## config.mk

```make
export PLATFORM = sky130hd
export DESIGN_NAME = uart_rx_param
export DESIGN_NICKNAME = d
export VERILOG_FILES = /design/src/rtl/uart_rx_param.sv
export SDC_FILE = /design/constraint.sdc
export NUM_CORES = 1
export LEC_CHECK = 0
export BUFFER_PORTS_ARGS = -buffer_cell sky130_fd_sc_hd__buf_4
export CAP_MARGIN = 20
export CORE_UTILIZATION = 58
export CTS_BUF_LIST = sky130_fd_sc_hd__clkbuf_2 sky130_fd_sc_hd__clkbuf_4 sky130_fd_sc_hd__clkbuf_8
export CTS_CLUSTER_SIZE = 20
export DETAILED_ROUTE_END_ITERATION = 8
export HOLD_SLACK_MARGIN = 0.1
export PLACE_DENSITY = 0.86
export SYNTH_ARGS = -nofsm -noshare
export SYNTH_HDL_FRONTEND = slang
export SYNTH_SLANG_ARGS = --single-unit
```

## constraint.sdc

```tcl
create_clock -name clk_in -period 2.6 [get_ports clk_in]
set_input_delay 0.52 -clock clk_in [delete_from_list [all_inputs] [get_ports clk_in]]
set_output_delay 0.52 -clock clk_in [all_outputs]
set_load 0.03 [all_outputs]
```

## src/rtl/uart_rx_param.sv

```systemverilog
// Parametrised UART receiver: 2-FF synchroniser, 3-sample majority vote per bit,
// parity/framing/overrun status delivered through a valid/ready handshake.
module uart_rx_param #(
  parameter int unsigned DATA_BITS  = 8,
  parameter int unsigned OVERSAMPLE = 16,
  parameter int unsigned PARITY     = 0,
  parameter int unsigned STOP_BITS  = 1
) (
  input  logic                 clk_in,
  input  logic                 reset,
  input  logic                 clk_en,
  input  logic                 rx_data,
  output logic [DATA_BITS-1:0] data,
  output logic                 data_valid,
  input  logic                 data_ready,
  output logic                 parity_err,
  output logic                 frame_err,
  output logic                 overrun
);

  localparam int unsigned M  = OVERSAMPLE / 2;
  localparam int unsigned CW = $clog2(OVERSAMPLE);

  localparam logic [CW-1:0] TickLo   = CW'(M - 1);
  localparam logic [CW-1:0] TickMid  = CW'(M);
  localparam logic [CW-1:0] TickVote = CW'(M + 1);
  localparam logic [CW-1:0] TickLast = CW'(OVERSAMPLE - 1);
  localparam logic [3:0]    LastData = 4'(DATA_BITS - 1);
  localparam logic [3:0]    LastStop = 4'(STOP_BITS - 1);

  typedef enum logic [2:0] {
    StIdle, StStart, StData, StParity, StStop, StWaitHigh
  } state_e;

  state_e                 state;
  logic [CW-1:0]          cnt;
  logic [3:0]             bit_idx;
  logic [DATA_BITS-1:0]   shift;
  logic                   rx_meta, rxs;
  logic                   samp_lo, samp_mid;
  logic                   perr_acc, ferr_acc;
  logic                   vote, ones_odd, par_bad, frame_bad, at_wrap, done;

  always_ff @(posedge clk_in or posedge reset) begin
    if (reset) begin
      rx_meta <= 1'b1;
      rxs     <= 1'b1;
    end else begin
      rx_meta <= rx_data;
      rxs     <= rx_meta;
    end
  end

  // Third sample is the live line at tick M+1.
  assign vote      = (samp_lo & samp_mid) | (samp_lo & rxs) | (samp_mid & rxs);
  assign ones_odd  = ^{shift, vote};
  assign par_bad   = (PARITY == 1) ? ~ones_odd : ones_odd;
  assign frame_bad = ferr_acc | ~vote;
  assign at_wrap   = (cnt == TickLast);
  assign done      = clk_en && (state == StStop) && (cnt == TickVote) && (bit_idx == LastStop);

  always_ff @(posedge clk_in or posedge reset) begin
    if (reset) begin
      state      <= StIdle;
      cnt        <= '0;
      bit_idx    <= '0;
      shift      <= '0;
      samp_lo    <= 1'b1;
      samp_mid   <= 1'b1;
      perr_acc   <= 1'b0;
      ferr_acc   <= 1'b0;
      data       <= '0;
      data_valid <= 1'b0;
      parity_err <= 1'b0;
      frame_err  <= 1'b0;
      overrun    <= 1'b0;
    end else begin
      if (done) begin
        data       <= shift;
        data_valid <= 1'b1;
        parity_err <= perr_acc;
        frame_err  <= frame_bad;
        overrun    <= data_valid && !data_ready;
      end else if (data_valid && data_ready) begin
        data_valid <= 1'b0;
        overrun    <= 1'b0;
      end

      if (clk_en) begin
        if (cnt == TickLo)  samp_lo  <= rxs;
        if (cnt == TickMid) samp_mid <= rxs;
        cnt <= at_wrap ? '0 : cnt + CW'(1);
        unique case (state)
          StIdle: begin
            cnt <= '0;
            if (!rxs) begin
              state    <= StStart;
              cnt      <= CW'(1);
              perr_acc <= 1'b0;
              ferr_acc <= 1'b0;
            end
          end
          StStart: begin
            if (cnt == TickVote && vote) begin
              state <= StIdle;
              cnt   <= '0;
            end else if (at_wrap) begin
              state   <= StData;
              bit_idx <= '0;
            end
          end
          StData: begin
            if (cnt == TickVote) shift <= {vote, shift[DATA_BITS-1:1]};
            if (at_wrap) begin
              if (bit_idx == LastData) begin
                bit_idx <= '0;
                state   <= (PARITY != 0) ? StParity : StStop;
              end else begin
                bit_idx <= bit_idx + 4'd1;
              end
            end
          end
          StParity: begin
            if (cnt == TickVote) perr_acc <= par_bad;
            if (at_wrap) state <= StStop;
          end
          StStop: begin
            if (cnt == TickVote) begin
              if (!vote) ferr_acc <= 1'b1;
              // Finish mid-bit so back-to-back frames keep their start edge.
              if (bit_idx == LastStop) begin
                state <= frame_bad ? StWaitHigh : StIdle;
                cnt   <= '0;
              end
            end else if (at_wrap) begin
              bit_idx <= bit_idx + 4'd1;
            end
          end
          StWaitHigh: begin
            cnt <= '0;
            if (rxs) state <= StIdle;
          end
          default: state <= StIdle;
        endcase
      end
    end
  end

endmodule

```

==> Word-level counts from Yosys, hierarchy flattened <==
Index checks and enable logic that the tools add are counted.
{ "classes": {"addsub": 2, "n_eq_ne": 24, "mux": 33, "n_bitwise": 7, "reduce_logical": 21} }
{ "op_table": {"columns": ["op", "count"], "rows": [
  ["two-way mux 4 bit", 10],
  ["two-way mux 3 bit", 10],
  ["inequality test 2 bit, second input constant", 11],
  ["one-hot mux 3 bit (6 select lines)", 1],
  ["one-hot mux 4 bit (4 select lines)", 1],
  ["equality test 4 bit, second input constant", 3],
  ["one-hot mux 4 bit (3 select lines)", 1],
  ["AND reduction 9 bit", 1],
  ["XOR reduction 9 bit", 1],
  ["adder 4 x 1 -> 4 bit, second input constant", 2],
  ["equality test 4 x 3 -> 1 bit, second input constant", 2],
  ["two-way mux 1 bit", 8],
  ["AND reduction 7 bit", 1],
  ["equality test 3 x 2 -> 1 bit, second input constant", 2],
  ["equality test 3 bit, second input constant", 2],
  ["logical AND 1 bit", 6],
  ["nonzero test 2 bit", 3],
  ["AND reduction 5 bit", 1],
  ["logical NOT 4 bit", 1],
  ["inequality test 2 x 1 -> 1 bit, second input constant", 2],
  ["one-hot mux 1 bit (2 select lines)", 2],
  ["AND reduction 2 bit", 2],
  ["AND reduction 4 bit", 1],
  ["AND 1 bit", 3],
  ["other kinds (8)", 10]
]} }
{ "totals": {"regBits": 37, "in_bits": 5, "output_inout_bits": 12, "wordCells": 102} }

==> Longest topological paths before layout <==
{ "logic_depth": {"ltp_word": 9, "ltp_mapped": 8, "mapped_depth_nobuf": 6} }

==> Worst setup path after synthesis <==
OpenSTA, ideal clock, no wires.
{ "synth_path": {"path_type": "flip-flop to flip-flop", "start": "reg cnt[0]", "end": "reg bit_idx[3]", "setup_ns": 0.075, "t_arrival_ns": 1.773, "t_required_ns": 2.525, "path_slack_ns": 0.752, "path_stages_with_launch": 7, "path_buffers": 1, "period_less_slack_ns": 1.848, "cell_sequence": "dfrtp_1 ha_1 and3b_1 buf_6 a311o_1 o41a_1 o2bb2ai_2"} }
{ "synth_between": {"elab_chain_len": 4, "elab_cells_between_ends": 9, "cone_classes": "7 x eq/ne; 2 x reduce/logical"} }
{ "synth_rtl": {"columns": ["element", "line", "text"], "rows": [
  ["start, declared", "36", "logic [CW-1:0] cnt;"],
  ["start signal, assigned", "92", "cnt <= at_wrap ? '0 : cnt + CW'(1);"],
  ["equality test 4 bit", "104, 128", null],
  ["logical AND 1 bit", "104", "if (cnt == TickVote && vote) begin"],
  ["inequality test 2 bit (no source line)", null, null],
  ["AND reduction 7 bit (no source line) (*)", null, null],
  ["end signal, assigned", "119", "bit_idx <= bit_idx + 4'd1;"],
  ["end signal, assigned", "136", "bit_idx <= bit_idx + 4'd1;"],
  ["end, declared", "37", "logic [3:0] bit_idx;"]
]} }
Every way passes the cells marked *; elsewhere a longest branch is shown, timed or not.
A chain may end at the register's enable or synchronous reset.

==> Final worst setup path <==
{ "layout_path": {"start": "reg cnt[1]", "end": "reg state[0]"} }
{ "layout_between": {"elab_chain_len": 4, "elab_cells_between_ends": 10, "cone_classes": "6 x eq/ne; 2 x mux; 2 x reduce/logical"} }
{ "layout_rtl": {"columns": ["element", "line", "text"], "rows": [
  ["equality test 4 bit", "104, 128", null],
  ["logical AND 1 bit", "104", null],
  ["inequality test 3 bit (no source line) / two-way mux 3 bit (equally long branches)", null, null],
  ["AND reduction 9 bit (no source line) / one-hot mux 3 bit (6 select lines) (equally long branches)", null, null],
  ["end signal, assigned", "105", "state <= StIdle;"],
  ["end signal, assigned", "108", "state <= StData;"],
  ["end signal, assigned", "132", "state <= frame_bad ? StWaitHigh : StIdle;"],
  ["end, declared", "35", "state_e state;"]
]} }
Parallel ways exist; a longest one is shown, timed or not.

==> impl_summary.md <==
Status
The flow ran to the end, and the final reports show no timing, DRC or antenna violations.

Setup path
Counting both buffers and inverters, the worst setup path holds a total of 1. On the critical path, the stage with the largest delay is an instance of a2111oi_0. The worst reg-to-reg path cell count is 6. The maximum single-stage delay on the critical path is 530 ps.

For the worst setup path, the data required time is 2860 ps. The first element of the critical path is cnt[1]. The critical path goes through inv_1 -> ha_1 -> and3b_1 -> a21boi_0 -> a2111oi_0 -> mux2i_1. The type of the setup path with the least slack is reg -> reg. STA classifies the critical path startpoint as a register. The startpoint of the most critical register-to-register path is cnt[1]. The total stage count of the critical path is 6. The critical path endpoint is state[0]. Data arrives at the worst endpoint at 2320 ps. The largest fanout on the critical path is 8.

The terminus of the critical flop-to-flop path is state[0]. The endpoint class of the critical path is a register. In this design, the largest share of critical-path delay is due to compound AO/OA/AOI/OAI gates. The internal reg-to-reg setup slack is 540 ps.

Clock tree
The count of buffers added by post-CTS timing repair for setup is 0. TritonCTS created 5 clock buffers. Clock-pin slew was measured on the worst setup and hold paths at 110 ps.

At the later pin of the worst-skew pair, clock insertion delay measures 330 ps. The root cell of the clock tree is clkbuf_4. The total number of clock tree sinks is 37. The count of instances resized after the clock tree is built is 0. TritonCTS built the clock tree. The H-tree was split into 2 levels. The maximum buffer depth of the clock tree is 2.

Hold repair after CTS inserted 0 buffers.

Timing
After routing, the total negative slack on setup checks comes to 0 ps. The worst path needs 2060 ps of the cycle, external delays included. The final number of setup-violating endpoints is 0. Headroom to the max-slew limit came out at 0.624. Based on the critical path, the design can be clocked at up to 0.484 GHz.

The final clock period utilization by the worst path is 0.794. The measured slew at the worst slew-check pin is 561 ps. The total count of max-transition violations in the final report is 0. Final hold analysis gives a worst-case slack of 277 ps. The clock arrives with 6.54 ps of skew. Setup repair after global routing left no endpoint under its margin. The number of failing hold endpoints at the final stage came to 0.

Finish
Relative to the synthesized area, the layout overhead comes to 9.61%. The most common cell after layout, fill and taps aside is dfrtp_1. The library cells used most frequently in the layout, excluding fill and tap cells, are dfrtp_1, mux2_2, buf_4. The number of antenna diodes in the final layout is 0. The fraction of final layout cells with drive strength greater than 1 is 0.305. The net total in the final layout is 207. Fill cells in the final layout number 252.

Detailed routing
After detailed routing, the average wire length per cell comes to 15.7 µm. The count of nets left with antenna violations once routing finished came out at 0. The total length of routed met3 wires is 166 µm.

The routed design has 3790 µm of wire. After detailed routing, the number of vias per cell comes to 6.03. The first TritonRoute pass finished after 4 iterations.

After the first detailed-routing iteration, the DRC count stood at 46. Summed over all nets, wire length on met2 after detailed routing comes to 1820 µm. For this block, wires on met1 add up to 1710 µm.

The residual DRC count is 0. After detailed routing, no signal wire sits above met4. The final route contains 1454 vias.

Global routing
The via count of the first global-routing pass is 1391. Across every metal layer, demand over resource in global routing totals 0.237. After global routing the overflow that remains totals 0. The initial antenna violation count is 0. The maximum number of pins on one net before global-route repair is 38. The first global-routing pass estimated 6280 µm of wire.

Placement
The final RePlAce weighted congestion is 0.908. The HPWL after detailed placement is 2700 µm. Input and output buffers added on the ports amount to 16.

Yosys
By area the synthesized netlist is led by dfrtp_1, mux2_2, dfstp_2. Synthesis instantiated 56 different standard cells from the library. Counting flops with an async set or reset pin after synthesis yields a share of 1.00.

The most used flip-flop cell after synthesis is dfrtp_1. The net count after synthesis is 189. Synthesis produced a netlist whose cell count is 179. dfrtp_1 takes more of the synthesized area than any other cell. Yosys printed 0 warnings. Of the synthesized area, sequential elements account for 0.467. The synthesized design contains 37 register bits. The area share of the largest cell type after synthesis is 0.415.

The cell area that synthesis handed to floorplanning was 1990 µm². Yosys mapped a number of flops with a built-in enable equal to 0. Averaged over all synthesized cells, the footprint is 11.1 µm².

Power
For this design the static power due to leakage is 1.01 nW. For this design the ratio of total power to cell area is 847 nW/µm². The worst-case vdd ir drop is 0.446 mV.

Floorplanning
The die covers 3670 µm². The number of rows created at floorplan is 20. The initial cell density of the core is 0.632. The die width is 60.6 µm. The top-level I/O count is 17. The die height is 60.6 µm. The core box area is 3150 µm².

Worst hold path
The class of the tightest hold or removal check is in -> async.

Job
Across the run, the number of max-cap violations was 0.
layer usage:
metal  track usage  vias up
met5             0        -
li1              -      694
met1         0.306      705
met4         0.107        0
met2         0.378       44
met3        0.0597       11
registers in the layout, indices dropped and copies added, names as in the netlist, 3 cells and up:
| register | cells |
|---|---|
| cnt | 4 |
| shift | 8 |
| state | 3 |
| data | 8 |
| bit_idx | 4 |
worst min path at each step:
| stage | cells after the start | start | to |
|---|---|---|---|
| final | 3 | reset | data_valid |
| after global placement | 0 | rx_meta | rxs |
| after CTS | 1 | rx_data | rx_meta |
| after floorplan | 0 | rx_meta | rxs |
| after global routing | 1 | rx_data | rx_meta |
| after detailed placement | 0 | rx_meta | rxs |
where the power goes:
| group | switching (mW) | leakage [nW] | internal, mW |
|---|---|---|---|
| Clock | 0.183 | 0.0317 | 0.113 |
| Combinational | 0.358 | 0.497 | 0.328 |
| Sequential | 0.176 | 0.478 | 0.692 |
cells in the mapped netlist, drive strengths merged, types with 4 or more instances:
cell type / count
nand2: 8
mux2: 19
dfstp: 4
dfrtp: 33
clkbuf: 4
a21oi: 7
inv: 12
nand3: 6
o21ai: 11
xnor2: 6
ha: 5
nor3b: 4
nor2: 6
through the flow:
| stage | instances | area [µm²] | setup slack [ps] | total power, mW | utilization |
|---|---|---|---|---|---|
| after floorplan | 179 | 1990 | 752 | 1.42 | - |
| after global placement | 234 | 2130 | 726 | 1.50 | 0.675 |
| after detailed placement | 234 | 2130 | 586 | 1.55 | 0.675 |
| after CTS | 241 | 2180 | 571 | 1.85 | 0.692 |
| after global routing | 241 | 2180 | 372 | 1.98 | 0.692 |
| final | 241 | 2180 | 535 | 1.85 | 0.692 |
layout make-up:
type / count / area [µm²] / area share
Clock inverter: 1 / 8.76 / 0.00401
Inverter: 12 / 45.0 / 0.0206
Tap cell: 44 / 55.1 / 0.0252
Sequential cell: 37 / 931 / 0.426
Timing Repair Buffer: 18 / 135 / 0.0619
Clock buffer: 6 / 45.0 / 0.0206
Multi-Input combinational cell: 123 / 963 / 0.441
worst reg2reg max path: cells and delay by family, from the launching register on:
family,cells,cell delay (ps)
AOI/OAI and AO/OA,2,710
buffers and inverters,1,110
muxes,1,270
adders and majority gates,1,160
and+or+nand+nor,1,320
DFF,1,410
cells by family (layout without fill, tap and decap cells):
logic type	Yosys count	count (layout)	synth area share
and+or+nand+nor	47	47	0.141
AOI/OAI and AO/OA	42	42	0.151
DFF	37	37	0.467
muxes	21	21	0.117
buffers and inverters	19	37	0.0490
xor gates and xnor gates	7	7	0.0377
adders and majority gates	6	6	0.0371
No activity file was read; power rests on OpenSTA's default activity.
